File: src/rtl/demosaic_seq_ctrl.sv
// Frame/line sequencer ahead of the demosaic datapath: tracks Bayer position,
// border flags and priming, and appends one flush line per frame.
module demosaic_seq_ctrl #(
  parameter int MAX_WIDTH = 4096,
  parameter int CNT_W     = 13
) (
  input  logic             clk_i,
  input  logic             rst_i,
  input  logic             cfg_enable_i,
  input  logic [CNT_W-1:0] cfg_width_i,
  input  logic [CNT_W-1:0] cfg_height_i,
  input  logic [1:0]       cfg_phase_i,
  input  logic             s_valid_i,
  output logic             s_ready_o,
  input  logic             s_sof_i,
  input  logic [23:0]      s_data_i,
  output logic             dm_valid_o,
  output logic [23:0]      dm_data_o,
  output logic [CNT_W-1:0] dm_col_o,
  output logic [CNT_W-1:0] dm_row_o,
  output logic [1:0]       dm_phase_o,
  output logic [3:0]       dm_border_o,
  output logic             dm_out_en_o,
  input  logic             m_ready_i,
  output logic             busy_o,
  output logic             frame_done_o,
  output logic             err_sof_o,
  output logic             cfg_err_o
);

  localparam logic [2:0] IDLE  = 3'd0;
  localparam logic [2:0] PRIME = 3'd1;
  localparam logic [2:0] RUN   = 3'd2;
  localparam logic [2:0] FLUSH = 3'd3;
  localparam logic [2:0] DONE  = 3'd4;

  localparam logic [CNT_W-1:0] ONE   = CNT_W'(1);
  localparam logic [CNT_W-1:0] MIN_W = CNT_W'(4);
  localparam logic [CNT_W-1:0] MAX_W = CNT_W'(MAX_WIDTH);
  localparam logic [CNT_W-1:0] MIN_H = CNT_W'(3);

  logic [2:0]       state;
  logic [CNT_W-1:0] col, row, width, height;
  logic [1:0]       phase;

  logic             xfer, cfg_ok, last_col;
  logic             beat_v, beat_en;
  logic [23:0]      beat_data;
  logic [CNT_W-1:0] beat_col, beat_row;
  logic [1:0]       beat_phase;
  logic [3:0]       beat_border;

  assign s_ready_o = ~rst_i & m_ready_i & ((state == IDLE) | (state == PRIME) | (state == RUN));
  assign xfer      = s_valid_i & s_ready_o;
  assign cfg_ok    = (cfg_width_i >= MIN_W) && (cfg_width_i <= MAX_W) && (cfg_height_i >= MIN_H);
  assign last_col  = (col == width - ONE);
  assign busy_o    = (state != IDLE);

  // Beat to be registered onto the dm_* outputs this cycle.
  always_comb begin
    beat_v      = 1'b0;
    beat_data   = s_data_i;
    beat_col    = col;
    beat_row    = row;
    beat_phase  = phase ^ {row[0], col[0]};
    beat_border = '0;
    beat_en     = 1'b1;
    case (state)
      IDLE: begin
        if (xfer && (!cfg_enable_i || (s_sof_i && cfg_ok))) begin
          beat_v     = 1'b1;
          beat_col   = '0;
          beat_row   = '0;
          beat_phase = cfg_phase_i;
          beat_en    = ~cfg_enable_i;
        end
      end
      PRIME, RUN: begin
        if (xfer) begin
          if (s_sof_i) begin
            beat_v     = cfg_ok;
            beat_col   = '0;
            beat_row   = '0;
            beat_phase = cfg_phase_i;
            beat_en    = 1'b0;
          end else begin
            beat_v  = 1'b1;
            beat_en = (state == RUN);
            if (state == RUN)
              beat_border = {row == ONE, row == height, col == '0, last_col};
          end
        end
      end
      FLUSH: begin
        if (m_ready_i) begin
          beat_v      = 1'b1;
          beat_data   = '0;
          beat_border = {row == ONE, row == height, col == '0, last_col};
        end
      end
      default: ;
    endcase
  end

  always_ff @(posedge clk_i) begin
    if (rst_i) begin
      state        <= IDLE;
      col          <= '0;
      row          <= '0;
      width        <= '0;
      height       <= '0;
      phase        <= '0;
      dm_valid_o   <= 1'b0;
      dm_data_o    <= '0;
      dm_col_o     <= '0;
      dm_row_o     <= '0;
      dm_phase_o   <= '0;
      dm_border_o  <= '0;
      dm_out_en_o  <= 1'b0;
      frame_done_o <= 1'b0;
      err_sof_o    <= 1'b0;
      cfg_err_o    <= 1'b0;
    end else begin
      dm_valid_o   <= beat_v;
      frame_done_o <= 1'b0;
      err_sof_o    <= 1'b0;
      cfg_err_o    <= 1'b0;
      if (beat_v) begin
        dm_data_o   <= beat_data;
        dm_col_o    <= beat_col;
        dm_row_o    <= beat_row;
        dm_phase_o  <= beat_phase;
        dm_border_o <= beat_border;
        dm_out_en_o <= beat_en;
      end
      case (state)
        IDLE: begin
          if (xfer && cfg_enable_i && s_sof_i) begin
            if (cfg_ok) begin
              width  <= cfg_width_i;
              height <= cfg_height_i;
              phase  <= cfg_phase_i;
              col    <= ONE;
              row    <= '0;
              state  <= PRIME;
            end else begin
              cfg_err_o <= 1'b1;
            end
          end
        end
        PRIME, RUN: begin
          if (xfer) begin
            if (s_sof_i) begin
              // Mid-frame SOF restarts the frame with this beat as (0,0).
              if (cfg_ok) begin
                err_sof_o <= 1'b1;
                width     <= cfg_width_i;
                height    <= cfg_height_i;
                phase     <= cfg_phase_i;
                col       <= ONE;
                row       <= '0;
                state     <= PRIME;
              end else begin
                cfg_err_o <= 1'b1;
                col       <= '0;
                row       <= '0;
                state     <= IDLE;
              end
            end else if (last_col) begin
              col <= '0;
              row <= row + ONE;
              if (state == PRIME)
                state <= RUN;
              else if (row == height - ONE)
                state <= FLUSH;
            end else begin
              col <= col + ONE;
            end
          end
        end
        FLUSH: begin
          if (m_ready_i) begin
            if (last_col) begin
              col          <= '0;
              frame_done_o <= 1'b1;
              state        <= DONE;
            end else begin
              col <= col + ONE;
            end
          end
        end
        DONE: begin
          row   <= '0;
          state <= IDLE;
        end
        default: state <= IDLE;
      endcase
    end
  end

endmodule

File: config.mk
export PLATFORM = sky130hd
export DESIGN_NAME = demosaic_seq_ctrl
export DESIGN_NICKNAME = d
export VERILOG_FILES = /design/src/rtl/demosaic_seq_ctrl.sv
export SDC_FILE = /design/constraint.sdc
export NUM_CORES = 1
export LEC_CHECK = 0
export CELL_PAD_IN_SITES_DETAIL_PLACEMENT = 2
export CELL_PAD_IN_SITES_GLOBAL_PLACEMENT = 2
export CORE_ASPECT_RATIO = 1.75
export CORE_UTILIZATION = 28
export CTS_BUF_LIST = sky130_fd_sc_hd__clkbuf_16
export DETAILED_ROUTE_END_ITERATION = 6
export HOLD_SLACK_MARGIN = 0.15
export PLACE_DENSITY_LB_ADDON = 0.2
export SETUP_SLACK_MARGIN = 0.3
export SYNTH_ARGS = -nofsm -noshare
export SYNTH_HDL_FRONTEND = slang
export SYNTH_SLANG_ARGS = --single-unit
File: constraint.sdc
create_clock -name clk_i -period 4.85 [get_ports clk_i]
set_clock_uncertainty 0.2 [all_clocks]
set_input_delay 1.455 -clock clk_i [delete_from_list [all_inputs] [get_ports clk_i]]
set_output_delay 1.455 -clock clk_i [all_outputs]
set_load 0.01 [all_outputs]
==> results.yml, run 1 <==
worst_setup_path:
  timing.rr.start: "width[0]"
  cp_max_fo: 11
  worstRegToRegCells: 10
  required_ps: 5000
  r2r_end: "row[3]"
  slowest_delay_ps: 750
  crit_arrival_ps: 4370
  critPathSlowestCell: "or4_1"
  crit_type: "input pin to flip-flop"
  worstPathCellList: "clkdlybuf4s50_1 -> nor4_1 -> buf_4 -> a31o_2 -> nand4_1 -> and2_0 -> or4_1 -> buf_4 -> a21boi_1 -> mux2i_1"
  path_buf_inv: 3
  crit_top_cell: "buf_4"
  rrSetupSlack_ps: 920
  path_delay_family: "simple AND/OR/NAND/NOR gates"
  worst_setup_path_start_kind: "input pin"
  cp-end-kind: "flip-flop"
routing:
  viasPerCell: 5.361
  drt_pass1_iterations: 7
  ant_nets: 0
  wl_per_cell_um: 20.92
  drc_errors: 2
  drt-total-wl_um: 21440
  drtIter0Drc: 246
  num_vias: 5495
global_routing:
  grt_pass1_vias: 6250
  grt_max_degree: 48
  grtUsageTotal_pct: 20.94
  antenna_found_initial: 0
  grt_pass1_wl_um: 34040
  grt-ovfl-total: 0
logic_synthesis:
  yosys.area.top_type: "dfxtp_1"
  synth-main-ff-cell: "dfxtp_1"
  synth_top_area_share_pct: 40.60
  syn_avg_cell_area_um2: 8.856
  ys_ff_latch: 118
  synth-async-reset-ratio_pct: 0
  syn_nets: 721
  mappedNetlistArea_um2: 5818
  ys_types: 62
  syn-instance-count: 657
  synth_edf_count: 0
  yosysSeqAreaShare_pct: 40.60
  ys_top_cells_by_count: "118 x dfxtp_1, 71 x nor2_1, 45 x a22o_1"
  synthTopCellsByArea: "dfxtp_1 41%, a22o_1 6.8%, mux2i_1 6.7%"
  yosysWarnings: 0
  synth.most_common_cell: "dfxtp_1"
sta:
  finalCriticalPeriod_ps: 4221
  slew_headroom_pct: 43.85
  finalHoldViolations: 0
  fin_crit_sh_pct: 87.02
  setup_violations: 0
  rsz0062_at_grt: "false"
  finalSetupTns_ps: 0
  tightest_slew_ps: 834.5
  maxSlewViolCount: 0
  fmax_ghz: 0.2369
layout:
  diodes: 0
  drive_gt1_share_pct: 7.465
  syn_to_final_growth_pct: 34.77
  nFillCells: 2262
  multi_input_area_um2: 3218
  seq_area_um2: 2362
  fin_nets: 830
  final_core_util_pct: 38.49
run_status:
  violations: "DRC"
  status: "finished with violations"
cts:
  cts_buffer_depth: 2
  insertion_delay_ps: 420
  cts.sinks: 118
  cts_setup_buffers: 0
  root_buffer: "clkbuf_16"
  cts_buffers: 17
  htreeDepth: 4
  cts_tree: "done"
  clkSlewWorstSetupHoldPaths_ps: 60
die:
  die_y_um: 192.7
  rows: 69
  die_w_um: 111.0
  start_util_pct: 28.56
  ios: 121
  dieArea_um2: 21380
  coreArea_um2: 20370
min_path:
  min_from: "dm_border_o[2]"
  hold-path-cell-count: 2
  worst_hold_path.endpoint: "dm_border_o[2]"
  worstHoldPathType: "flip-flop to flip-flop"
power:
  cellPowerDensity_nw_per_um2: 361.0
  ir_worst_vdd_mv: 0.2220
  power_leakage_nw: 3.148
place:
  hpwl_um: 16620
  port_buffers: 120
  gp_congestion: 0.8508
run:
  max-cap-violations: 0
-- layout make-up --
type / count / area share, %
Clock buffer: 17 / 5.425
Clock inverter: 13 / 1.516
Inverter: 18 / 0.8617
Multi-Input combinational cell: 474 / 41.04
Sequential cell: 118 / 30.13
Tap cell: 248 / 3.957
Timing Repair Buffer: 137 / 17.07
-- flip-flops by register name, indices dropped and copies added (netlist names) --
name,count
frame_done_o,1
dm_out_en_o,1
phase,2
width,13
col,13
dm_data_o,24
err_sof_o,1
dm_phase_o,2
state,3
row,13
cfg_err_o,1
dm_border_o,4
dm_row_o,13
dm_col_o,13
height,13
dm_valid_o,1
-- power by group --
part	internal (mW)	switching [mW]
Clock	0.737	0.455
Sequential	1.02	0.0548
Combinational	0.256	0.311
-- kinds of logic (layout without fill, tap and decap cells) --
logic type               Yosys count  after routing  share of synthesized area [%]
flip-flops                       118            118                          40.60
XOR/XNOR                          48             48                          7.226
AND/OR/NAND/NOR                  247            247                          22.13
AO/OA/AOI/OAI                    130            130                          16.82
multiplexers                      42             42                          7.290
adder cells (fa/ha/maj)            7              7                          1.462
buffers and inverters             65            185                          4.473
-- per-layer routing --
metal	share of wire, %	global-route usage (%)	up-vias
li1	-	-	2604
met1	34	18.44	2790
met2	62	44.58	67
met3	1.7	3.926	34
met4	2.8	9.431	0
met5	0	0	-
-- cell usage in the layout, fill, tap and decap left out, types with 5 or more instances in the layout --
cell type        instances
clkdlybuf4s50_1        118
a31oi_1                  5
nand4_1                 15
clkbuf_16               17
nor3b_1                  9
nand2_1                 41
a21oi_1                 22
xor2_1                  22
nand3_1                 14
dfxtp_1                118
a22o_1                  45
nand2b_1                 9
nor3_1                  27
ha_1                     6
o21ai_0                 17
buf_4                   16
or4_1                    7
or3_1                    6
nor4b_1                  7
xnor2_1                 26
mux2i_1                 39
nor2_1                  71
inv_1                   19
nor4_1                  16
and3_1                   5
-- per-stage QoR --
stage	cells	setup slack (ps)	total power [mW]	hold slack, ps	instance area [um2]
CTS	1025	342.1	2.874	270.7	7839
global route	1025	494.6	2.963	283.4	7841
floorplan	657	706.0	1.375	274.6	5818
detailed placement	995	160.6	1.666	257.7	7295
finish	1025	629.5	2.831	274.1	7841
global placement	995	260.4	1.638	246.1	7295
-- worst max-delay path by stage --
stage | startpoint | end | slack (ps) | cells past startpoint
finish | cfg_width_i[2] | row[3] | 630 | 10
detailed placement | cfg_width_i[2] | row[3] | 160 | 10
global route | cfg_width_i[6] | row[11] | 490 | 9
CTS | m_ready_i | s_ready_o | 340 | 4
global placement | cfg_width_i[2] | row[7] | 260 | 10
floorplan | cfg_width_i[0] | dm_col_o[2] | 710 | 7
-- repair_timing --
item	CTS	global route
gates resized for setup	0	1
endpoints found under the setup margin	0	1
hold buffers	0	0
-- worst register-to-register path: stages (launching register included) --
cell      delay, ps
dfxtp_1         390
inv_1           100
ha_1            230
or4b_4          520
or3_1           370
a22oi_2         160
or4b_1          510
or4_1           740
buf_4           250
a21boi_1        180
mux2i_1         220
Power figures use the tool's default switching activity.
==> inputs of run 2 (changes only) <==
--- a/config.mk
+++ b/config.mk
@@ -12,6 +12,7 @@
 export CTS_BUF_LIST = sky130_fd_sc_hd__clkbuf_16
 export DETAILED_ROUTE_END_ITERATION = 6
 export HOLD_SLACK_MARGIN = 0.15
+export MAX_ROUTING_LAYER = met4
 export PLACE_DENSITY_LB_ADDON = 0.2
 export SETUP_SLACK_MARGIN = 0.3
 export SYNTH_ARGS = -nofsm -noshare
==> run 2 against run 1 <==
The flow still finishes with violations (DRC). First-iteration DRC count shrank 36%. Clock-buffer cell count is the same. Hold slack lost 8.4 ps. Critical path type unchanged.
==> results.yml, run 2 (same netlist as run 1, synthesis figures left out) <==
routing:
  drc_errors: 2
  wl_per_cell_um: 20.74
  ant_nets: 0
  drt_pass1_iterations: 6
  num_vias: 5469
  drtIter0Drc: 157
  drt-total-wl_um: 21300
  viasPerCell: 5.325
min_path:
  worst_hold_path.endpoint: "dm_border_o[0]"
  worstHoldPathType: "flip-flop to flip-flop"
  min_from: "dm_border_o[0]"
  hold-path-cell-count: 2
layout:
  final_core_util_pct: 38.61
  most-common-layout-cells: "118 x dfxtp_1, 118 x clkdlybuf4s50_1, 71 x nor2_1"
  fin_nets: 831
  regMostFlops: "dm_data_o"
  seq_area_um2: 2362
  multi_input_area_um2: 3218
  drive_gt1_share_pct: 7.959
  diodes: 0
  syn_to_final_growth_pct: 35.20
  nFillCells: 2276
  largest_reg_flops: 24
cts:
  cts_tree: "done"
  cts_hold_buf: 0
  cts_buffers: 17
  cts.sinks: 118
  htreeDepth: 4
  cts_buffer_depth: 2
  insertion_delay_ps: 430
  ctsResizeCount: 0
  cts_setup_buffers: 0
  root_buffer: "clkbuf_16"
  clkSlewWorstSetupHoldPaths_ps: 60
worst_setup_path:
  required_ps: 4990
  cp-end-kind: "flip-flop"
  r2r_end: "row[9]"
  worstRegToRegCells: 10
  timing.rr.start: "width[0]"
  rrSetupSlack_ps: 850
  cp_max_fo: 11
  crit_arrival_ps: 4360
  crit_type: "input pin to flip-flop"
  worst_setup_path_start_kind: "input pin"
die:
  ios: 121
  start_util_pct: 28.56
  rows: 69
  coreArea_um2: 20370
  die_w_um: 111.0
  dieArea_um2: 21380
  die_y_um: 192.7
sta:
  fin_crit_sh_pct: 86.99
  slew_headroom_pct: 44.18
  setup_violations: 0
  maxSlewViolCount: 0
  tightest_slew_ps: 829.6
  finalSetupTns_ps: 0
  finalCriticalPeriod_ps: 4219
  rsz0062_at_grt: "false"
  fmax_ghz: 0.2370
  finalHoldViolations: 0
global_routing:
  grtUsageTotal_pct: 21.33
  grt-ovfl-total: 0
  grt_pass1_vias: 6144
  grt_max_degree: 48
  antenna_found_initial: 0
  grt_pass1_wl_um: 33710
place:
  gp_congestion: 0.8555
  port_buffers: 120
  hpwl_um: 16650
run_status:
  violations: "DRC"
  status: "finished with violations"
power:
  cellPowerDensity_nw_per_um2: 363.1
  power_leakage_nw: 3.139
  ir_worst_vdd_mv: 0.2150
run:
  max-cap-violations: 0
## run 2: cell count changes in the layout (fill, tap and decap cells not counted)
cell / previous run / this run
buf_4: 16 / 17
clkinv_2: 3 / 2
clkinv_4: 2 / 1
clkinvlp_4: 1 / 5
inv_1: 19 / 17
inv_6: 0 / 1
## run 2: area by class of cell
type	instances	area share (%)
clock inverters	14	1.734
clock buffers	17	5.408
inverters	18	0.8589
multi-input cells	474	40.91
well taps	248	3.945
repair buffers	138	17.11
flip-flops and latches	118	30.03
## run 2: how the worst max path moves through the flow
stage / to / cells after the start / slack, ps / from
finish: row[9] / 10 / 630 / cfg_width_i[2]
global route: row[5] / 9 / 410 / cfg_width_i[6]
CTS: s_ready_o / 4 / 340 / m_ready_i
detailed placement: row[5] / 10 / 180 / cfg_width_i[2]
global placement: row[7] / 10 / 270 / cfg_width_i[2]
floorplan: dm_col_o[2] / 7 / 710 / cfg_width_i[0]
## run 2: metal layers
metal | global-route usage, % | wire [um] | part of all wire (%) | vias to the layer above
met4 | 8.588 | 489 | 2.3 | 0
met5 | - | 0 | 0 | -
met1 | 18.15 | 7116 | 33 | 2771
met3 | 3.612 | 371 | 1.7 | 29
met2 | 44.80 | 13320 | 63 | 62
li1 | - | - | - | 2607
## run 2: power breakdown
group | leakage (nW) | internal (mW) | switching [mW]
Combinational | 1.93 | 0.256 | 0.311
Clock | 0.260 | 0.745 | 0.471
Sequential | 0.954 | 1.02 | 0.0574
Total | 3.14 | 2.02 | 0.839
## run 2: critical path: stages
cell and delay, ps:
clkdlybuf4s50_1 410, nor4_1 390, buf_4 180, a31o_2 180
nand4_1 130, and2_0 200, or4_1 750, buf_4 250
a21oi_1 180, mux2i_1 230
## run 2: per-stage QoR
step	hold slack, ps	area (um2)	worst slack [ps]	instances	power (mW)
after floorplan	274.6	5818	706.0	657	1.375
after global placement	245.7	7302	265.4	996	1.640
after detailed placement	259.5	7302	176.7	996	1.664
after CTS	272.6	7864	337.8	1027	2.899
after global routing	294.7	7866	411.3	1027	2.985
final	265.7	7866	630.9	1027	2.857
